[src/rtl/csa_accum_ctrl.sv]
// Multi-operand accumulator: operands are folded into a carry-save (S, C) pair
// one per cycle, then C is rippled into S iteratively before the result is offered.
module csa_accum_ctrl #(
  parameter int WIDTH = 4,
  parameter int ACC_W = 8
) (
  input  logic             clk,
  input  logic             rst,
  input  logic             in_valid,
  output logic             in_ready,
  input  logic [WIDTH-1:0] in_data,
  input  logic             in_last,
  output logic             out_valid,
  input  logic             out_ready,
  output logic [ACC_W-1:0] out_sum,
  output logic [7:0]       out_count,
  output logic             overflow
);

  typedef enum logic [1:0] {IDLE, ACCUM, RESOLVE, DONE} state_t;

  state_t           state_q, state_d;
  logic [ACC_W-1:0] s_q, s_d;
  logic [ACC_W-1:0] c_q, c_d;
  logic [7:0]       count_q, count_d;
  logic             ovf_q, ovf_d;
  logic             in_ready_q, in_ready_d;
  logic             out_valid_q, out_valid_d;

  logic [ACC_W-1:0] x;
  logic [ACC_W-1:0] maj;
  logic [ACC_W-1:0] sc_and;
  logic             accept;

  always_comb begin
    x = '0;
    x[WIDTH-1:0] = in_data;
  end

  // Per-bit 3:2 compressor carry (majority of S, C, x) and the 2:2 resolve carry.
  genvar gi;
  generate
    for (gi = 0; gi < ACC_W; gi++) begin : g_csa
      assign maj[gi]    = (s_q[gi] & c_q[gi]) | (s_q[gi] & x[gi]) | (c_q[gi] & x[gi]);
      assign sc_and[gi] = s_q[gi] & c_q[gi];
    end
  endgenerate

  assign accept = in_valid & in_ready_q;

  always_comb begin
    state_d = state_q;
    s_d     = s_q;
    c_d     = c_q;
    count_d = count_q;
    ovf_d   = ovf_q;
    case (state_q)
      IDLE: begin
        if (accept) begin
          s_d     = x;
          c_d     = '0;
          count_d = 8'd1;
          ovf_d   = 1'b0;
          state_d = in_last ? RESOLVE : ACCUM;
        end
      end
      ACCUM: begin
        if (accept) begin
          s_d     = s_q ^ c_q ^ x;
          c_d     = maj << 1;
          count_d = (count_q == 8'd255) ? count_q : count_q + 8'd1;
          // A carry out of the top bit means the true total has passed 2^ACC_W.
          if (maj[ACC_W-1]) ovf_d = 1'b1;
          if (in_last) state_d = RESOLVE;
        end
      end
      RESOLVE: begin
        if (c_q == '0) begin
          state_d = DONE;
        end else begin
          s_d = s_q ^ c_q;
          c_d = sc_and << 1;
          if (sc_and[ACC_W-1]) ovf_d = 1'b1;
        end
      end
      DONE: begin
        if (out_ready) state_d = IDLE;
      end
      default: state_d = IDLE;
    endcase
    in_ready_d  = (state_d == IDLE) || (state_d == ACCUM);
    out_valid_d = (state_d == DONE);
  end

  always_ff @(posedge clk) begin
    if (rst) begin
      state_q     <= IDLE;
      s_q         <= '0;
      c_q         <= '0;
      count_q     <= '0;
      ovf_q       <= 1'b0;
      in_ready_q  <= 1'b1;
      out_valid_q <= 1'b0;
    end else begin
      state_q     <= state_d;
      s_q         <= s_d;
      c_q         <= c_d;
      count_q     <= count_d;
      ovf_q       <= ovf_d;
      in_ready_q  <= in_ready_d;
      out_valid_q <= out_valid_d;
    end
  end

  assign in_ready  = in_ready_q;
  assign out_valid = out_valid_q;
  assign out_sum   = s_q;
  assign out_count = count_q;
  assign overflow  = ovf_q;

endmodule

[config.mk]
export PLATFORM = sky130hd
export DESIGN_NAME = csa_accum_ctrl
export DESIGN_NICKNAME = d
export VERILOG_FILES = /design/src/rtl/csa_accum_ctrl.sv
export SDC_FILE = /design/constraint.sdc
export NUM_CORES = 1
export LEC_CHECK = 0
export ABC_AREA = 1
export CORE_UTILIZATION = 25
export DETAILED_ROUTE_END_ITERATION = 16
export SYNTH_ARGS = -nofsm -noshare
export SYNTH_HDL_FRONTEND = slang
export SYNTH_SLANG_ARGS = --single-unit
export TNS_END_PERCENT = 50
[constraint.sdc]
create_clock -name clk -period 2.12 [get_ports clk]
set_input_delay 0.212 -clock clk [delete_from_list [all_inputs] [get_ports clk]]
set_output_delay 0.212 -clock clk [all_outputs]
set_load 0.02 [all_outputs]
==> results.txt, run 1 <==
fraction of synthesized cell area taken by the top area cell type = 31.26%
max incr delay on CP = 0.38 ns
CTS Sinks = 28
Placed Instances = 385
most frequent cells in the layout = nand2_1, nor2_1, dfxtp_1
DP HPWL = 3073 um
fin crit period = 1.796 ns
worst path required time = 2.34 ns
post-synthesis sequential area ratio = 31.26%
fin crit share = 84.73%
CTS Hold Buffers Added = 0
setup tns final = 0 ns
hold depth = 2
area of the mapped netlist = 1793 um2
CTS max path bufs = 2
port bufs = 27
VDD IR max = 0.4785 mV
Overall Power = 2.794 mW
average size of a mapped cell = 6.817 um2
I/O pin count = 28
Final Instance Area = 2208 um2
Max Cap Viol = 0
slew margin rel. = 74.16%
largest net degree at the start of global routing = 23
synthesized instance count = 263
Iter 0 DRT Violations = 68
CP Cell Sequence = inv_1 > ha_1 > nand3_1 > nor2_1 > nor2_4 > buf_4 > nand2_1 > nand2_1 > nor2_1
CTS clk-pin slew, worst paths = 0.09 ns
DRC = 0
via count = 1,635
most common cell after layout, fill and taps aside = nand2_1
antenna violations before repair = 0
TritonCTS clock tree = done
Placer Congestion = 0.7713
Synth area leader = dfxtp_1
placed cell areas = 2167 um2
final hold vios = 0
H-tree depth = 1
Routed WL = 4040 um
die area = 7514 um2
Yosys cell types = 25
Ant. Diodes = 0
Die Height = 86.69 um
Filler cells = 773
Area contributors post-synth = dfxtp_1, nand2_1, nor2_1
area delta synth->final = 23.17%
Initial Utilization = 26.10%
CP Max Fanout = 22
total grt overflow = 0
Hold/Removal Path Class = reg -> reg
status = completed
layout cells sized above 1 = 6.507%
pwr dens = 1265 nW/um2
Yosys reg bits = 28
Worst-Skew Late Latency = 0.27 ns
leak pwr = 0.9809 nW
Tightest Pin Transition = 0.3851 ns
multi-input logic area = 1081 um2
core area = 6869 um2
root buf cell = clkbuf_8
Crit path arrival time = 2.01 ns
Rows = 30
critical path's top delay family = simple AND/OR/NAND/NOR gates
crit end category = register
Total Routing Usage GR = 11.97%
RSZ-0062 raised after global routing = no
FMAX = 556.7 MHz
post-DR wirelength/cell = 10.41 um
die span in x = 86.69 um
Bufs and invs on worst path = 2
syn_nets = 290
R2R depth = 9
via/cell ratio = 4.214
global-route wire length before repair = 7217 um
final core occ = 32.15%
vias in the first global route = 1,528
Synth warnings = 0
# setup viols final = 0
Slowest cell on crit path = dfxtp_1
number of post-CTS setup repair buffers = 0
Setup CP Type = reg -> reg
Nets = 321
Routed Antenna Nets = 0
post-CTS sizing = 0
Post-Layout Cell Count = 388
drt pass-1 iters = 4
total CTS buffers = 3
FF/Latch Area = 560.5 um2
Worst setup SP type = register
pins over their slew limit = 0
Crit. path cell count = 9
skew final = 0.004652 ns
-- where the power goes --
group | switching, mW | total (mW) | internal [mW] | leakage [nW]
Combinational | 1.01 | 1.64 | 0.629 | 0.730
Clock | 0.162 | 0.290 | 0.128 | 0.0216
Sequential | 0.172 | 0.861 | 0.688 | 0.229
Total | 1.35 | 2.79 | 1.44 | 0.981
-- tightest hold or removal path: cells and delay by family, from the launching register on --
family             cells  cell delay, ns
AOI/OAI and AO/OA      1            0.05
DFF                    1            0.34
and+or+nand+nor        1            0.07
-- per-stage QoR --
| stage | setup slack [ns] | hold WS [ns] |
|---|---|---|
| 2_1_floorplan | 0.6018 | 0.2744 |
| 3_3_place_gp | 0.3715 | 0.4726 |
| 3_5_place_dp | 0.3568 | 0.4799 |
| 4_1_cts | 0.3245 | 0.4962 |
| 5_1_grt | 0.1189 | 0.5163 |
| 6_report | 0.3237 | 0.4892 |
-- layer usage --
metal / global-route usage (%) / part of all wire, % / routed length [um] / up-vias
met5: 0 / 0 / 0 / -
met4: 1.970 / 0.35 / 14 / 0
met3: 2.571 / 3.7 / 150 / 2
met2: 20.56 / 44 / 1795 / 32
met1: 15.61 / 52 / 2081 / 710
li1: - / - / - / 891
-- sequential cells by signal, indices dropped and copies added (netlist names) --
name       cells
overflow       1
out_count      8
out_valid      1
c_q            7
state_q        2
in_ready       1
out_sum        8
-- synth_stat cells --
library cell and n:
nand4_1 6, nor2_1 51, o21bai_2 1, o21ai_1 1, a21oi_1 13, inv_1 27
a21oi_4 1, buf_2 1, nand3_2 1, nor2_8 1, ha_1 15, o21ai_0 10
nor3_1 2, buf_4 1, dfxtp_1 28, nor2_4 2, a21oi_2 2, nand2_2 2
fa_1 3, inv_2 1, nand2_1 75, buf_6 3, and2_1 1, nor2_2 1
nand3_1 14
-- logic make-up (layout without fill, tap and decap cells) --
| family | after synthesis | after routing | synth area share (%) |
|---|---|---|---|
| AOI/OAI and AO/OA | 28 | 28 | 9.212 |
| adders and majority gates | 18 | 18 | 13.82 |
| buffers and inverters | 33 | 62 | 8.444 |
| DFF | 28 | 28 | 31.26 |
| and+or+nand+nor | 156 | 156 | 37.26 |
-- worst paths after layout --
kind	start	to	slack [ns]
max	state_q[0]	out_sum[3]	0.32
min	overflow	overflow	0.49
max reg2reg	state_q[0]	out_sum[3]	0.32
min reg2reg	overflow	overflow	0.49
-- cell type report --
| cell class | count | share of cell area [%] |
|---|---|---|
| timing repair buffer | 31 | 13.60 |
| tap | 96 | 5.439 |
| sequential | 28 | 25.38 |
| inverter | 28 | 4.759 |
| clock buffer | 3 | 1.870 |
| multi-input combinational | 202 | 48.95 |
Power figures use the tool's default switching activity.
==> run 2, diff against run 1 <==
==> constraint.sdc (replaced) <==
create_clock -name clk -period 1.8 [get_ports clk]
set_input_delay 0.18 -clock clk [delete_from_list [all_inputs] [get_ports clk]]
set_output_delay 0.18 -clock clk [all_outputs]
set_load 0.02 [all_outputs]
==> run 2 against run 1 <==
First-iteration DRC count shrank 49%; worst hold slack gained 0.0032 ns; combinational power grew 29%; total power grew 25%; via count grew 2.9%; global-route usage grew 0.081 points; clock skew grew 0.0040 ns; non-clock buffer count grew 7; clock power grew 36%; routed wire length grew 4.8%; critical path type unchanged.
==> results.txt, run 2 (same netlist as run 1, synthesis figures left out) <==
status = completed
Placement Setup Slack = 0.04592 ns (-0.3109 ns)
Post-Layout Cell Count = 397 (+2.3%)
port bufs = 27 (unchanged)
total CTS buffers = 3 (unchanged)
CTS max path bufs = 2 (unchanged)
largest net degree at the start of global routing = 23 (unchanged)
Ant. Diodes = 0 (unchanged)
Tightest Pin Transition = 0.3249 ns (-0.06020 ns)
Crit path arrival time = 1.81 ns (-0.20 ns)
# setup viols final = 0 (unchanged)
post-DR wirelength/cell = 10.66 um (+2.4%)
fin crit share = 90.24% (+5.5 points)
Initial Utilization = 26.10% (unchanged)
TritonCTS clock tree = done
placed cell areas = 2220 um2 (+2.4%)
skew final = 0.008656 ns (+0.004004 ns)
Setup CP Type = reg -> reg
final core occ = 33.41% (+1.3 points)
fin crit period = 1.624 ns (-0.1720 ns)
die area = 7514 um2 (unchanged)
H-tree depth = 1 (unchanged)
slew margin rel. = 78.33% (+4.2 points)
FMAX = 615.7 MHz (+11%)
drt pass-1 iters = 4 (unchanged)
pwr dens = 1526 nW/um2 (+21%)
VDD IR max = 0.7012 mV (+47%)
final hold vios = 0 (unchanged)
setup tns final = 0 ns (unchanged)
Die Height = 86.69 um (unchanged)
Rows = 30 (unchanged)
via/cell ratio = 4.239 (+0.60%)
core area = 6869 um2 (unchanged)
FF/Latch Area = 560.5 um2 (unchanged)
I/O pin count = 28 (unchanged)
crit end category = register
pins over their slew limit = 0 (unchanged)
vias in the first global route = 1,607 (+5.2%)
Iter 0 DRT Violations = 35 (-49%)
Placer Congestion = 0.7912 (+2.6%)
CTS Hold Buffers Added = 0 (unchanged)
CTS clk-pin slew, worst paths = 0.10 ns (about the same)
layout cells sized above 1 = 10.30% (+3.8 points)
worst path required time = 1.98 ns (-0.36 ns)
Max Cap Viol = 0 (unchanged)
Final Instance Area = 2295 um2 (+3.9%)
final setup margin = 0.1757 ns (-0.1480 ns)
RSZ-0062 raised after global routing = yes
total grt overflow = 0 (unchanged)
Filler cells = 757 (-2.1%)
most common cell after layout, fill and taps aside = nand2_1
Nets = 329 (+2.5%)
root buf cell = clkbuf_8
CP Max Fanout = 9 (-59%)
leak pwr = 1.029 nW (+4.9%)
antenna violations before repair = 0 (unchanged)
multi-input logic area = 1099 um2 (+1.6%)
worst hold margin = 0.4924 ns (+0.003165 ns)
Routed WL = 4232 um (+4.8%)
die span in x = 86.69 um (unchanged)
global-route wire length before repair = 7272 um (+0.76%)
Worst-Skew Late Latency = 0.28 ns (about the same)
DP HPWL = 3150 um (+2.5%)
area delta synth->final = 27.98%
most frequent cells in the layout = nand2_1, nor2_1, dfxtp_1
Overall Power = 3.502 mW (+25%)
via count = 1,683 (+2.9%)
Worst setup SP type = register
Routed Antenna Nets = 0 (unchanged)
Hold/Removal Path Class = reg -> reg
Total Routing Usage GR = 12.05% (+0.081 points)
Placed Instances = 392 (+1.8%)
CTS Sinks = 28 (unchanged)
DRC = 0 (unchanged)
[run 2: what timing repair did]
action | 4_1_cts | 5_1_grt
gates resized for setup | 0 | 5
setup buffers | 0 | 0
setup endpoints to repair | 0 | 15
[run 2: critical path, stage by stage (launching register included)]
cell and delay [ns]:
dfxtp_1 0.33, inv_1 0.12, ha_1 0.35, buf_4 0.20, nand3_2 0.19, nand2_2 0.18, nand2_1 0.07, nand2_1 0.05
nor2_1 0.04
[run 2: layer usage]
layer	global-route usage, %	vias up	share of wire (%)
met4	1.818	0	0
met2	19.55	29	45
met1	16.48	744	51
met5	0	-	0
met3	2.952	0	3.7
li1	-	910	-
[run 2: power by group]
part	switching [mW]	total, mW	internal, mW
logic	1.29	2.11	0.826
clock network	0.197	0.393	0.196
registers	0.186	0.996	0.811
total	1.67	3.50	1.83
[run 2: final timing paths]
path                    from           end  slack, ns  depth (start not counted)
hold reg to reg     overflow      overflow       0.49                          2
hold / removal      overflow      overflow       0.49                          2
setup / recovery  state_q[1]  out_count[0]       0.18                          8
setup reg to reg  state_q[1]  out_count[0]       0.18                          8
[run 2: area by class of cell]
type	instances	share of cell area, %
Inverter	28	4.689
Multi-Input combinational cell	203	47.87
Tap cell	96	5.234
Clock buffer	4	2.399
Sequential cell	28	24.43
Timing Repair Buffer	38	15.38
==> run 3, diff against run 2 <==
--- a/config.mk
+++ b/config.mk
@@ -6,7 +6,7 @@
 export NUM_CORES = 1
 export LEC_CHECK = 0
 export ABC_AREA = 1
-export CORE_UTILIZATION = 25
+export CORE_UTILIZATION = 41
 export DETAILED_ROUTE_END_ITERATION = 16
 export SYNTH_ARGS = -nofsm -noshare
 export SYNTH_HDL_FRONTEND = slang
==> run 3 against run 2 <==
Non-clock buffer count did not move; clock skew fell by 0.0043 ns; combinational power barely moved; sequential share of layout area rose by 0.53 points; worst setup slack got worse by 0.057 ns; cell count fell by 12%; largest cell class unchanged; largest power group unchanged.
==> results.txt, run 3 (same netlist as run 1, synthesis figures left out) <==
Post-Layout Cell Count = 350 (-12%)
max incr delay on CP = 0.40 ns (+0.05 ns)
Die Height = 68.13 um (-21%)
largest net degree at the start of global routing = 23 (unchanged)
# setup viols final = 0 (unchanged)
Tightest Pin Transition = 0.3663 ns (+0.04144 ns)
H-tree depth = 1 (unchanged)
net switching power = 1.631 mW (-2.3%)
Placer Congestion = 0.8073 (+2.0%)
CP Cell Sequence = inv_1 > ha_1 > nor2_8 > inv_1 > a21oi_2 > nand2_1 > o21ai_0 > nor2_1
die span in x = 68.13 um (-21%)
Initial Utilization = 43.88% (+18 points)
Worst setup SP type = register
worst path required time = 1.99 ns (about the same)
CTS Sinks = 28 (unchanged)
Sequential Power Share = 27.5% (-1.0 points)
most common cell after layout, fill and taps aside = nand2_1
Nets = 328 (-0.30%)
fin crit share = 93.39% (+3.1 points)
status = completed
RSZ-0062 raised after global routing = no
Hold/Removal Path Class = reg -> reg
Total Routing Usage GR = 19.22% (+7.2 points)
Placed Instances = 346 (-12%)
Setup CP Type = reg -> reg
r2r setup slk = 0.12 ns (-0.06 ns)
DP HPWL = 2973 um (-5.6%)
core area = 4086 um2 (-41%)
Slowest cell on crit path = dfxtp_1
pins over their slew limit = 0 (unchanged)
DRC = 0 (unchanged)
via/cell ratio = 4.829 (+14%)
TritonCTS clock tree = done
final hold vios = 0 (unchanged)
Iter 0 DRT Violations = 90 (+160%)
Crit. path cell count = 8 (unchanged)
vias in the first global route = 1,481 (-7.8%)
sw frac = 45.38% (-2.3 points)
total grt overflow = 0 (unchanged)
setup tns final = 0 ns (unchanged)
layout cells sized above 1 = 9.000% (-1.3 points)
Worst Setup SP = state_q[0]
I/O pin count = 28 (unchanged)
Ant. Diodes = 0 (unchanged)
die area = 4642 um2 (-38%)
total CTS buffers = 3 (unchanged)
Crit Reg-Reg Startpoint = state_q[0]
crit end category = register
FMAX = 594.9 MHz (-3.4%)
drt pass-1 iters = 5 (+1)
R2R depth = 8 (unchanged)
Bufs and invs on worst path = 2 (unchanged)
post-DR wirelength/cell = 11.31 um (+6.1%)
Rows = 23 (-23%)
leak pwr = 1.035 nW (+0.54%)
global-route wire length before repair = 6596 um (-9.3%)
Crit path arrival time = 1.87 ns (+0.06 ns)
combinational cell fraction of total power = 58.1% (-2.2 points)
Clock power frac = 14.4% (+3.2 points)
CTS clk-pin slew, worst paths = 0.10 ns (about the same)
RR Endpoint = c_q[5]
skew final = 0.004356 ns (-0.004300 ns)
Max Cap Viol = 0 (unchanged)
most frequent cells in the layout = nand2_1, nor2_1, dfxtp_1
VDD IR max = 0.6753 mV (-3.7%)
critical path's top delay family = flip-flops
Routed Antenna Nets = 0 (unchanged)
number of post-CTS setup repair buffers = 0 (unchanged)
pwr dens = 1600 nW/um2 (+4.8%)
port bufs = 27 (unchanged)
area delta synth->final = 25.26%
slew margin rel. = 75.58% (-2.7 points)
Routed WL = 3960 um (-6.4%)
Most common cell on crit path = inv_1
CP Max Fanout = 6 (-3)
antenna violations before repair = 0 (unchanged)
fin crit period = 1.681 ns (+0.05669 ns)
total internal power = 1.963 mW (+7.1%)
Worst-Skew Late Latency = 0.29 ns (about the same)
root buf cell = clkbuf_8
CTS max path bufs = 2 (unchanged)
via count = 1,690 (+0.42%)
CTS Hold Buffers Added = 0 (unchanged)
worst setup path endpoint = c_q[5]
final core occ = 54.96% (+22 points)
-- run 3: cell count changes in the layout (fill, tap and decap cells not counted) --
cell       delta
buf_4         -1
o21ai_1       +3
nor2_4        -1
inv_1         +1
nor2_2        -1
clkbuf_8      -1
o21ai_0       -2
inv_4         -1
bufinv_16     +1
o21ai_2       -1
nor2_1        +1
buf_12        +1
-- run 3: final cells by class --
cell class                      count  area (um2)
Inverter                           28       105.1
Timing Repair Buffer               38       365.4
Sequential cell                    28       560.5
Tap cell                           50       62.56
Fill cell                         419        1841
Clock buffer                        3       41.29
Multi-Input combinational cell    202        1081
Clock inverter                      1       30.03
-- run 3: power by group through the flow --
stage                     Clock, mW  Sequential, mW  Combinational, mW
after CTS                     0.528           0.992               2.10
after global placement            0            1.00               2.08
final                         0.518           0.987               2.09
after detailed placement          0            1.00               2.09
after floorplan                   0            1.11               1.35
after global routing          0.561            1.02               2.36
-- run 3: worst min-delay path by stage --
stage / endpoint / slack, ns / startpoint / cells after the start
after floorplan: c_q[4] / 0.24 / rst / 1
after global placement: out_count[4] / 0.47 / out_count[4] / 2
after detailed placement: out_count[4] / 0.47 / out_count[4] / 2
after CTS: out_count[4] / 0.49 / out_count[4] / 2
after global routing: overflow / 0.51 / overflow / 2
final: out_count[4] / 0.49 / out_count[4] / 2
-- run 3: metrics by stage --
| stage | instance area, um2 | hold WS [ns] | worst slack [ns] | total power [mW] |
|---|---|---|---|---|
| floorplan | 1793 | 0.2424 | 0.2818 | 2.469 |
| global placement | 2175 | 0.4747 | 0.1351 | 3.083 |
| detailed placement | 2175 | 0.4739 | 0.1121 | 3.099 |
| CTS | 2246 | 0.4897 | 0.1225 | 3.622 |
| global route | 2246 | 0.5124 | 0.005496 | 3.940 |
| finish | 2246 | 0.4887 | 0.1190 | 3.593 |
-- run 3: routing by layer --
metal	track usage, %	wire, um	up-vias
met5	0	0	-
met4	8.594	71	0
met3	3.000	117	5
met2	31.13	1782	27
met1	24.90	1988	757
li1	-	-	901
-- run 3: timing repair --
item | in CTS | in global routing
gates resized for setup | 0 | 2
setup endpoints to repair | 0 | 2
hold endpoints to repair | 0 | 0
-- run 3: tightest hold or removal path, delay by kind of cell (launching register included) --
family | cells | cell delay, ns
compound gates | 1 | 0.05
buf+inv | 1 | 0.06
flops | 1 | 0.35
